$ cat src/rtl/counter_mod_n.sv
// Modulo-N up/down counter with synchronous load, count enable, prescaler,
// terminal-count pulse and sticky wrap flag. Define COUNTER_MODN_SATURATE_EN to hold at the bounds instead of wrapping.
module counter_mod_n #(
    parameter int              WIDTH    = 8,
    parameter longint unsigned MODULUS  = 64'd256,
    parameter int              PRESCALE = 1
) (
    input  logic             clock,
    input  logic             clear,
    input  logic             enable,
    input  logic             up_down,
    input  logic             load,
    input  logic [WIDTH-1:0] load_value,
    input  logic             flag_clr,
    output logic [WIDTH-1:0] count,
    output logic             tc,
    output logic             wrap_flag
);

    localparam int PS_W = (PRESCALE > 1) ? $clog2(PRESCALE) : 1;

    localparam logic [WIDTH-1:0] TOP_VAL  = WIDTH'(MODULUS - 64'd1);
    localparam logic [WIDTH-1:0] ZERO_VAL = {WIDTH{1'b0}};
    localparam logic [WIDTH-1:0] ONE_VAL  = WIDTH'(1'b1);
    localparam logic [PS_W-1:0]  PS_LAST  = PS_W'(PRESCALE - 1);
    localparam logic [PS_W-1:0]  PS_ZERO  = {PS_W{1'b0}};
    localparam logic [PS_W-1:0]  PS_ONE   = PS_W'(1'b1);

    // Out-of-range reload values land on the top of the count range.
    function automatic logic [WIDTH-1:0] clamp_load(input logic [WIDTH-1:0] value);
        logic [WIDTH-1:0] result;
        if (64'(value) >= MODULUS) begin
            result = TOP_VAL;
        end else begin
            result = value;
        end
        return result;
    endfunction

    logic [WIDTH-1:0] count_r;
    logic             tc_r;
    logic             wrap_flag_r;
    logic [PS_W-1:0]  ps_r;

    logic [WIDTH-1:0] count_nxt_s;
    logic             tc_nxt_s;
    logic             wrap_flag_nxt_s;
    logic [PS_W-1:0]  ps_nxt_s;
    logic             step_s;
    logic             at_top_s;
    logic             at_bottom_s;

    assign at_top_s    = (count_r == TOP_VAL);
    assign at_bottom_s = (count_r == ZERO_VAL);

    // Prescaler: advances on enabled cycles, strobes a step when it rolls over.
    always_comb begin
        ps_nxt_s = ps_r;
        step_s   = 1'b0;
        if (load) begin
            ps_nxt_s = PS_ZERO;
        end else if (enable) begin
            if (ps_r == PS_LAST) begin
                ps_nxt_s = PS_ZERO;
                step_s   = 1'b1;
            end else begin
                ps_nxt_s = ps_r + PS_ONE;
            end
        end else begin
            ps_nxt_s = ps_r;
        end
    end

    // Count next-state: load beats step, step beats hold; tc marks a wrap.
    always_comb begin
        count_nxt_s = count_r;
        tc_nxt_s    = 1'b0;
        if (load) begin
            count_nxt_s = clamp_load(load_value);
        end else if (step_s) begin
            if (up_down) begin
                if (at_top_s) begin
                    tc_nxt_s = 1'b1;
`ifdef COUNTER_MODN_SATURATE_EN
                    count_nxt_s = count_r;
`else
                    count_nxt_s = ZERO_VAL;
`endif
                end else begin
                    count_nxt_s = count_r + ONE_VAL;
                end
            end else begin
                if (at_bottom_s) begin
                    tc_nxt_s = 1'b1;
`ifdef COUNTER_MODN_SATURATE_EN
                    count_nxt_s = count_r;
`else
                    count_nxt_s = TOP_VAL;
`endif
                end else begin
                    count_nxt_s = count_r - ONE_VAL;
                end
            end
        end else begin
            count_nxt_s = count_r;
        end
    end

    // Sticky flag: a wrap in the same cycle outranks flag_clr.
    always_comb begin
        wrap_flag_nxt_s = wrap_flag_r;
        if (tc_nxt_s) begin
            wrap_flag_nxt_s = 1'b1;
        end else if (flag_clr) begin
            wrap_flag_nxt_s = 1'b0;
        end else begin
            wrap_flag_nxt_s = wrap_flag_r;
        end
    end

    // State registers with asynchronous clear.
    always_ff @(posedge clock or posedge clear) begin
        if (clear) begin
            count_r     <= ZERO_VAL;
            tc_r        <= 1'b0;
            wrap_flag_r <= 1'b0;
            ps_r        <= PS_ZERO;
        end else begin
            count_r     <= count_nxt_s;
            tc_r        <= tc_nxt_s;
            wrap_flag_r <= wrap_flag_nxt_s;
            ps_r        <= ps_nxt_s;
        end
    end

    assign count     = count_r;
    assign tc        = tc_r;
    assign wrap_flag = wrap_flag_r;

endmodule

$ cat config.mk
export PLATFORM = sky130hd
export DESIGN_NAME = counter_mod_n
export DESIGN_NICKNAME = d
export VERILOG_FILES = /design/src/rtl/counter_mod_n.sv
export SDC_FILE = /design/constraint.sdc
export NUM_CORES = 1
export LEC_CHECK = 0
export ABC_CLOCK_PERIOD_IN_PS = 4300
export CAP_MARGIN = 10
export CELL_PAD_IN_SITES_DETAIL_PLACEMENT = 0
export CELL_PAD_IN_SITES_GLOBAL_PLACEMENT = 1
export CORE_MARGIN = 3
export CORE_UTILIZATION = 36
export DETAILED_ROUTE_END_ITERATION = 8
export GPL_TIMING_DRIVEN = 0
export PLACE_DENSITY_LB_ADDON = 0.1
export SLEW_MARGIN = 20
export SYNTH_ARGS = -nofsm -noshare
export SYNTH_HDL_FRONTEND = slang
export SYNTH_SLANG_ARGS = --single-unit
$ cat constraint.sdc
create_clock -name clock -period 4.3 [get_ports clock]
set_input_delay 0.86 -clock clock [delete_from_list [all_inputs] [get_ports clock]]
set_output_delay 0.86 -clock clock [all_outputs]
set_load 0.01 [all_outputs]
==> metrics.cfg, run 1 <==
[run_status]
outcome=finished, final reports clean

[hold_path]
min_path_cells=2
hold_path_end=wrap_flag$_DFFE_PP0P_
hold_path_startpoint=wrap_flag$_DFFE_PP0P_
worstHoldPathType=flip-flop to flip-flop

[logic_synthesis]
synthDistinctLibCells=40
ys.flop_type=dfrtp_1
async_flop_share=1.00
avgSynthCellArea_sq_um=7.60
syn_area_sq_um=905
ys_warn_count=0
syn_inst=119
ys_ff_latch=10
synth_seq_area_share=0.277
synth-edff-count=0
syn_nets=136

[timing]
setup_viol=0
min_period_over_period=0.534
fin_tns_setup_ns=0
rsz0062_at_grt=no
max_freq_mhz=436
period_needed_ns=2.29
slew_violations=0
slew_headroom=0.715
fin_skew_ns=0.00629
worstMarginPinSlew_ns=0.417
final_hold_viol_count=0

[critical_path]
slowest_delay_ns=0.58
worst-path-buf-inv=2
crit-reg2reg-launch=count[0]$_DFFE_PP0P_
path_cells=clkdlybuf4s50_1, clkbuf_1, nand2_1, o21ai_0, nand2_1, a221oi_1, a21oi_1
cp_slowest_cell=clkdlybuf4s50_1
cp-start-kind=input pin
cp_data_arrival_time_ns=2.43
rr_worst_depth=8
path_class=input pin to flip-flop
cp_max_fo=10
startpoint=up_down
ff2ff_setup_slack_ns=2.24
crit_top_cell=nand2_1
worstPathRequired_ns=4.44
r2r_end=count[3]$_DFFE_PP0P_
crit_path_end_kind=flip-flop
cp_top_family=buffers and inverters

[floorplanning]
initial_core_util=0.394
fp-row-count=17
die_w_um=56.1
dieArea_sq_mm=0.00315
io_pins=24
die_h_um=56.1
core_area_sq_mm=0.00230

[final_layout]
design_area_sq_mm=0.00119
nNetsFinal=162
layout_common_cells=21 x clkdlybuf4s50_1, 12 x inv_1, 12 x nor2_1
drive_above_1_share=0.111
diodes=0
area_growth_pct=31.1
layout_commonest_cell=clkdlybuf4s50_1

[run]
max-cap-violations=0

[route]
avgViaCountPerCell=5.70
routedWlPerCell_um=14.3
postRouteWirelength_mm=2.46
ant_nets=0
drcViolationCount=0
vias=981
drtIter0Drc=33
drt_pre_antenna_iters=5

[clock_network]
htree_levels=1
cts_hold_buf=0
clkSinkCount=10
cts_resized=0
cts_tree=yes
clock_insertion_delay_worst_skew_ns=0.27
cts_buffers=3
cts_max_path_buffers=2
cts_setup_buffers=0
cts_root_buf=clkbuf_4
path_clk_slew_ns=0.08

[placement]
dp_hpwl_mm=1.87
post_dp_cell_area_sq_mm=0.00115
gp_congestion=0.857
portBuffers=21

[global_routing]
grt_start_max_net_pins=11
grt_pass1_vias=913
grt_overflow=0
grt_usage=0.162
grt_first_pass_wirelength_mm=4.06
antenna_found_initial=0

[pwr]
power.leakage_nw=0.483
peakVddDrop_mv=0.209
power_density_mw_per_mm2=281

==> worst reg2reg max path, delay by kind of cell (launching register included) <==
| family | cells | cell delay, ns |
|---|---|---|
| and+or+nand+nor | 1 | 0.30 |
| DFF | 1 | 0.40 |
| buffers and inverters | 2 | 0.33 |
| adders and majority gates | 1 | 0.19 |
| AOI/OAI and AO/OA | 4 | 0.77 |
==> state kept, by name (all words and copies together) (netlist names) <==
register   cells
count          8
wrap_flag      1
tc             1
==> synth_stat cells (3+ instances only) <==
master | instances | area share
a21oi_1 | 11 | 0.061
buf_2 | 4 | 0.022
clkbuf_1 | 4 | 0.017
dfrtp_1 | 10 | 0.28
ha_1 | 3 | 0.041
inv_1 | 12 | 0.050
nand2_1 | 11 | 0.046
nand3_1 | 4 | 0.022
nor2_1 | 12 | 0.050
nor3_1 | 4 | 0.022
o21ai_0 | 7 | 0.039
==> final cells by class <==
type	instances	area, sq um
Timing Repair Buffer	21	210
Inverter	12	45.0
Multi-Input combinational cell	87	552
Sequential cell	10	250
Fill cell	250	1110
Buffer	10	57.6
Clock buffer	4	36.3
Tap cell	28	35.0
==> metrics by stage <==
step	util	power [mW]	cells	setup slack (ns)	hold slack, ns
2_1_floorplan	-	0.198	119	2.45	0.558
3_3_place_gp	0.501	0.243	168	1.73	0.516
3_5_place_dp	0.501	0.245	168	1.71	0.531
4_1_cts	0.516	0.335	172	2.00	0.539
5_1_grt	0.516	0.357	172	1.89	0.574
6_report	0.516	0.333	172	2.01	0.534
==> metal layers <==
metal / global-route usage / up-vias / share of wire
met5: 0 / - / 0
met4: 0.0339 / 0 / 0.0093
met3: 0.0557 / 4 / 0.072
met2: 0.274 / 38 / 0.50
met1: 0.199 / 462 / 0.42
li1: - / 477 / -
==> report_power, final <==
group          total [mW]  switching, mW  internal (mW)
registers           0.112        0.00988          0.103
clock network      0.0900         0.0385         0.0515
logic               0.131         0.0685         0.0621
==> cells by family (layout without fill, tap and decap cells) <==
logic type | count (synthesis) | after routing | share of synthesized area
compound gates | 40 | 40 | 0.292
xor+xnor | 3 | 3 | 0.0291
fa+ha+maj | 3 | 3 | 0.0415
buf+inv | 22 | 47 | 0.113
flops | 10 | 10 | 0.277
simple gates | 41 | 41 | 0.248
==> worst max path at each step <==
stage	endpoint	slack, ns	cells after the start
global placement	count[2]$_DFFE_PP0P_	1.73	7
finish	count[2]$_DFFE_PP0P_	2.01	7
floorplan	count[6]$_DFFE_PP0P_	2.45	8
global route	count[2]$_DFFE_PP0P_	1.89	7
CTS	count[2]$_DFFE_PP0P_	2.00	7
detailed placement	count[2]$_DFFE_PP0P_	1.71	7
No activity file was read; power rests on OpenSTA's default activity.
==> inputs of run 2 (changes only) <==
ABC_CLOCK_PERIOD_IN_PS = 2000   (was 4300)
CORE_UTILIZATION = 31   (was 36)
clock period = 2 ns   (was 4.3 ns; I/O delays follow)
==> run 2 against run 1 <==
  * Clock skew down 0.0039 ns
  * Via count down 3.6%
  * Global-route usage down 0.15 points
  * Utilization down 6.7 points
  * Combinational power up 110%
  * First-iteration DRC count down 24%
  * Sequential power up 120%
  * Clock-buffer cell count down 1
  * Hold slack worse by 0.10 ns
  * Critical path type is now flip-flop to flip-flop
  * Largest cell class unchanged
==> metrics.cfg, run 2 (synthesis gave the netlist of run 1 again) <==
[final_layout]
diodes=0
nNetsFinal=161
largest_reg_flops=8
drive_above_1_share=0.127
fin_util=0.450
design_area_sq_mm=0.00117
layout_commonest_cell=clkdlybuf4s50_1
area_growth_pct=29.9
layout_common_cells=21 x clkdlybuf4s50_1, 12 x inv_1, 12 x nor2_1

[global_routing]
met2_usage=0.250
grt_first_pass_wirelength_mm=4.37
use_met1=0.225
busiest_layer=met2
antenna_found_initial=0
grt_usage=0.161
grt_use_met3=0.0410
grt_pass1_vias=925
grt_start_max_net_pins=12
grt_overflow=0

[placement]
gp_congestion=0.891
dp_hpwl_mm=1.94
dpl_worst_slack_ns=-0.157
portBuffers=21
post_dp_cell_area_sq_mm=0.00115

[floorplanning]
die_w_um=60.0
dieArea_sq_mm=0.00360
io_pins=24
core_area_sq_mm=0.00261
fp-row-count=18
initial_core_util=0.346
die_h_um=60.0

[hold_path]
worstHoldPathType=input pin to async pin

[timing]
slew_violations=0
slew_headroom=0.675
whs_ns=0.430
rsz0062_at_grt=no
fin_skew_ns=0.00235
setup_viol=0
min_period_over_period=0.922
max_freq_mhz=542
final_hold_viol_count=0
period_needed_ns=1.84
worstMarginPinSlew_ns=0.487
worst_slack_ns=0.156

[critical_path]
crit_path_end_kind=flip-flop
r2r_end=count[3]$_DFFE_PP0P_
ff2ff_setup_slack_ns=0.16
crit-reg2reg-launch=count[0]$_DFFE_PP0P_
path_cells=inv_1, ha_1, nor4b_4, a211oi_1, a2111oi_1, o22ai_1, o21ai_1
rr_worst_depth=7
cp-start-kind=flip-flop
worstPathRequired_ns=2.20
cp_max_fo=11
worst-path-buf-inv=1
cp_slowest_cell=dfrtp_2
slowest_delay_ns=0.48
path_class=flip-flop to flip-flop
cp_top_family=compound AO/OA/AOI/OAI gates
cp_data_arrival_time_ns=2.04

[route]
postRouteWirelength_mm=2.67
drt_pre_antenna_iters=4
drtIter0Drc=25
routedWlPerCell_um=15.5
ant_nets=0
drcViolationCount=0
avgViaCountPerCell=5.50
vias=946

[clock_network]
cts_max_path_buffers=2
path_clk_slew_ns=0.07
cts_buffers=3
cts_tree=yes
cts_root_buf=clkbuf_4
clock_insertion_delay_worst_skew_ns=0.27
htree_levels=1
clkSinkCount=10

[run]
max-cap-violations=0

[pwr]
power.leakage_nw=0.476
peakVddDrop_mv=0.357
power_density_mw_per_mm2=575

[run_status]
outcome=finished, final reports clean

[run 2: final cells by class]
type / instances / area [sq um]
Sequential cell: 10 / 253
Multi-Input combinational cell: 87 / 552
Timing Repair Buffer: 21 / 210
Tap cell: 30 / 37.5
Buffer: 9 / 55.1
Inverter: 12 / 45.0
Clock buffer: 3 / 22.5
Fill cell: 274 / 1440
[run 2: metrics by stage]
step	total power [mW]	setup TNS, ns	instances
2_1_floorplan	0.425	0	119
3_3_place_gp	0.525	-0.103	170
3_5_place_dp	0.530	-0.181	170
4_1_cts	0.682	0	172
5_1_grt	0.723	0	172
6_report	0.675	0	172
[run 2: report_power, final]
part | total, mW | internal, mW | switching, mW
Sequential | 0.248 | 0.221 | 0.0266
Combinational | 0.280 | 0.133 | 0.147
Clock | 0.148 | 0.0697 | 0.0780
Total | 0.675 | 0.424 | 0.251
[run 2: layer usage]
layer / part of all wire / wire, um
met2: 0.46 / 1220
met3: 0.063 / 167
met5: 0 / 0
met1: 0.47 / 1260
met4: 0.0030 / 8
[run 2: worst max-delay path by stage]
stage | from | to | depth (start not counted)
5_1_grt | count[0]$_DFFE_PP0P_ | count[3]$_DFFE_PP0P_ | 7
4_1_cts | count[0]$_DFFE_PP0P_ | count[3]$_DFFE_PP0P_ | 7
2_1_floorplan | count[0]$_DFFE_PP0P_ | count[6]$_DFFE_PP0P_ | 8
3_5_place_dp | up_down | count[2]$_DFFE_PP0P_ | 7
6_report | count[0]$_DFFE_PP0P_ | count[3]$_DFFE_PP0P_ | 7
3_3_place_gp | up_down | count[2]$_DFFE_PP0P_ | 7
[run 2: timing repair]
| action | 4_1_cts | 5_1_grt |
|---|---|---|
| buffers inserted | 0 | 0 |
| pin swaps | 0 | 1 |
| hold buffers | 0 | 0 |
| resized for setup | 0 | 4 |
| setup endpoints to repair | 3 | 4 |
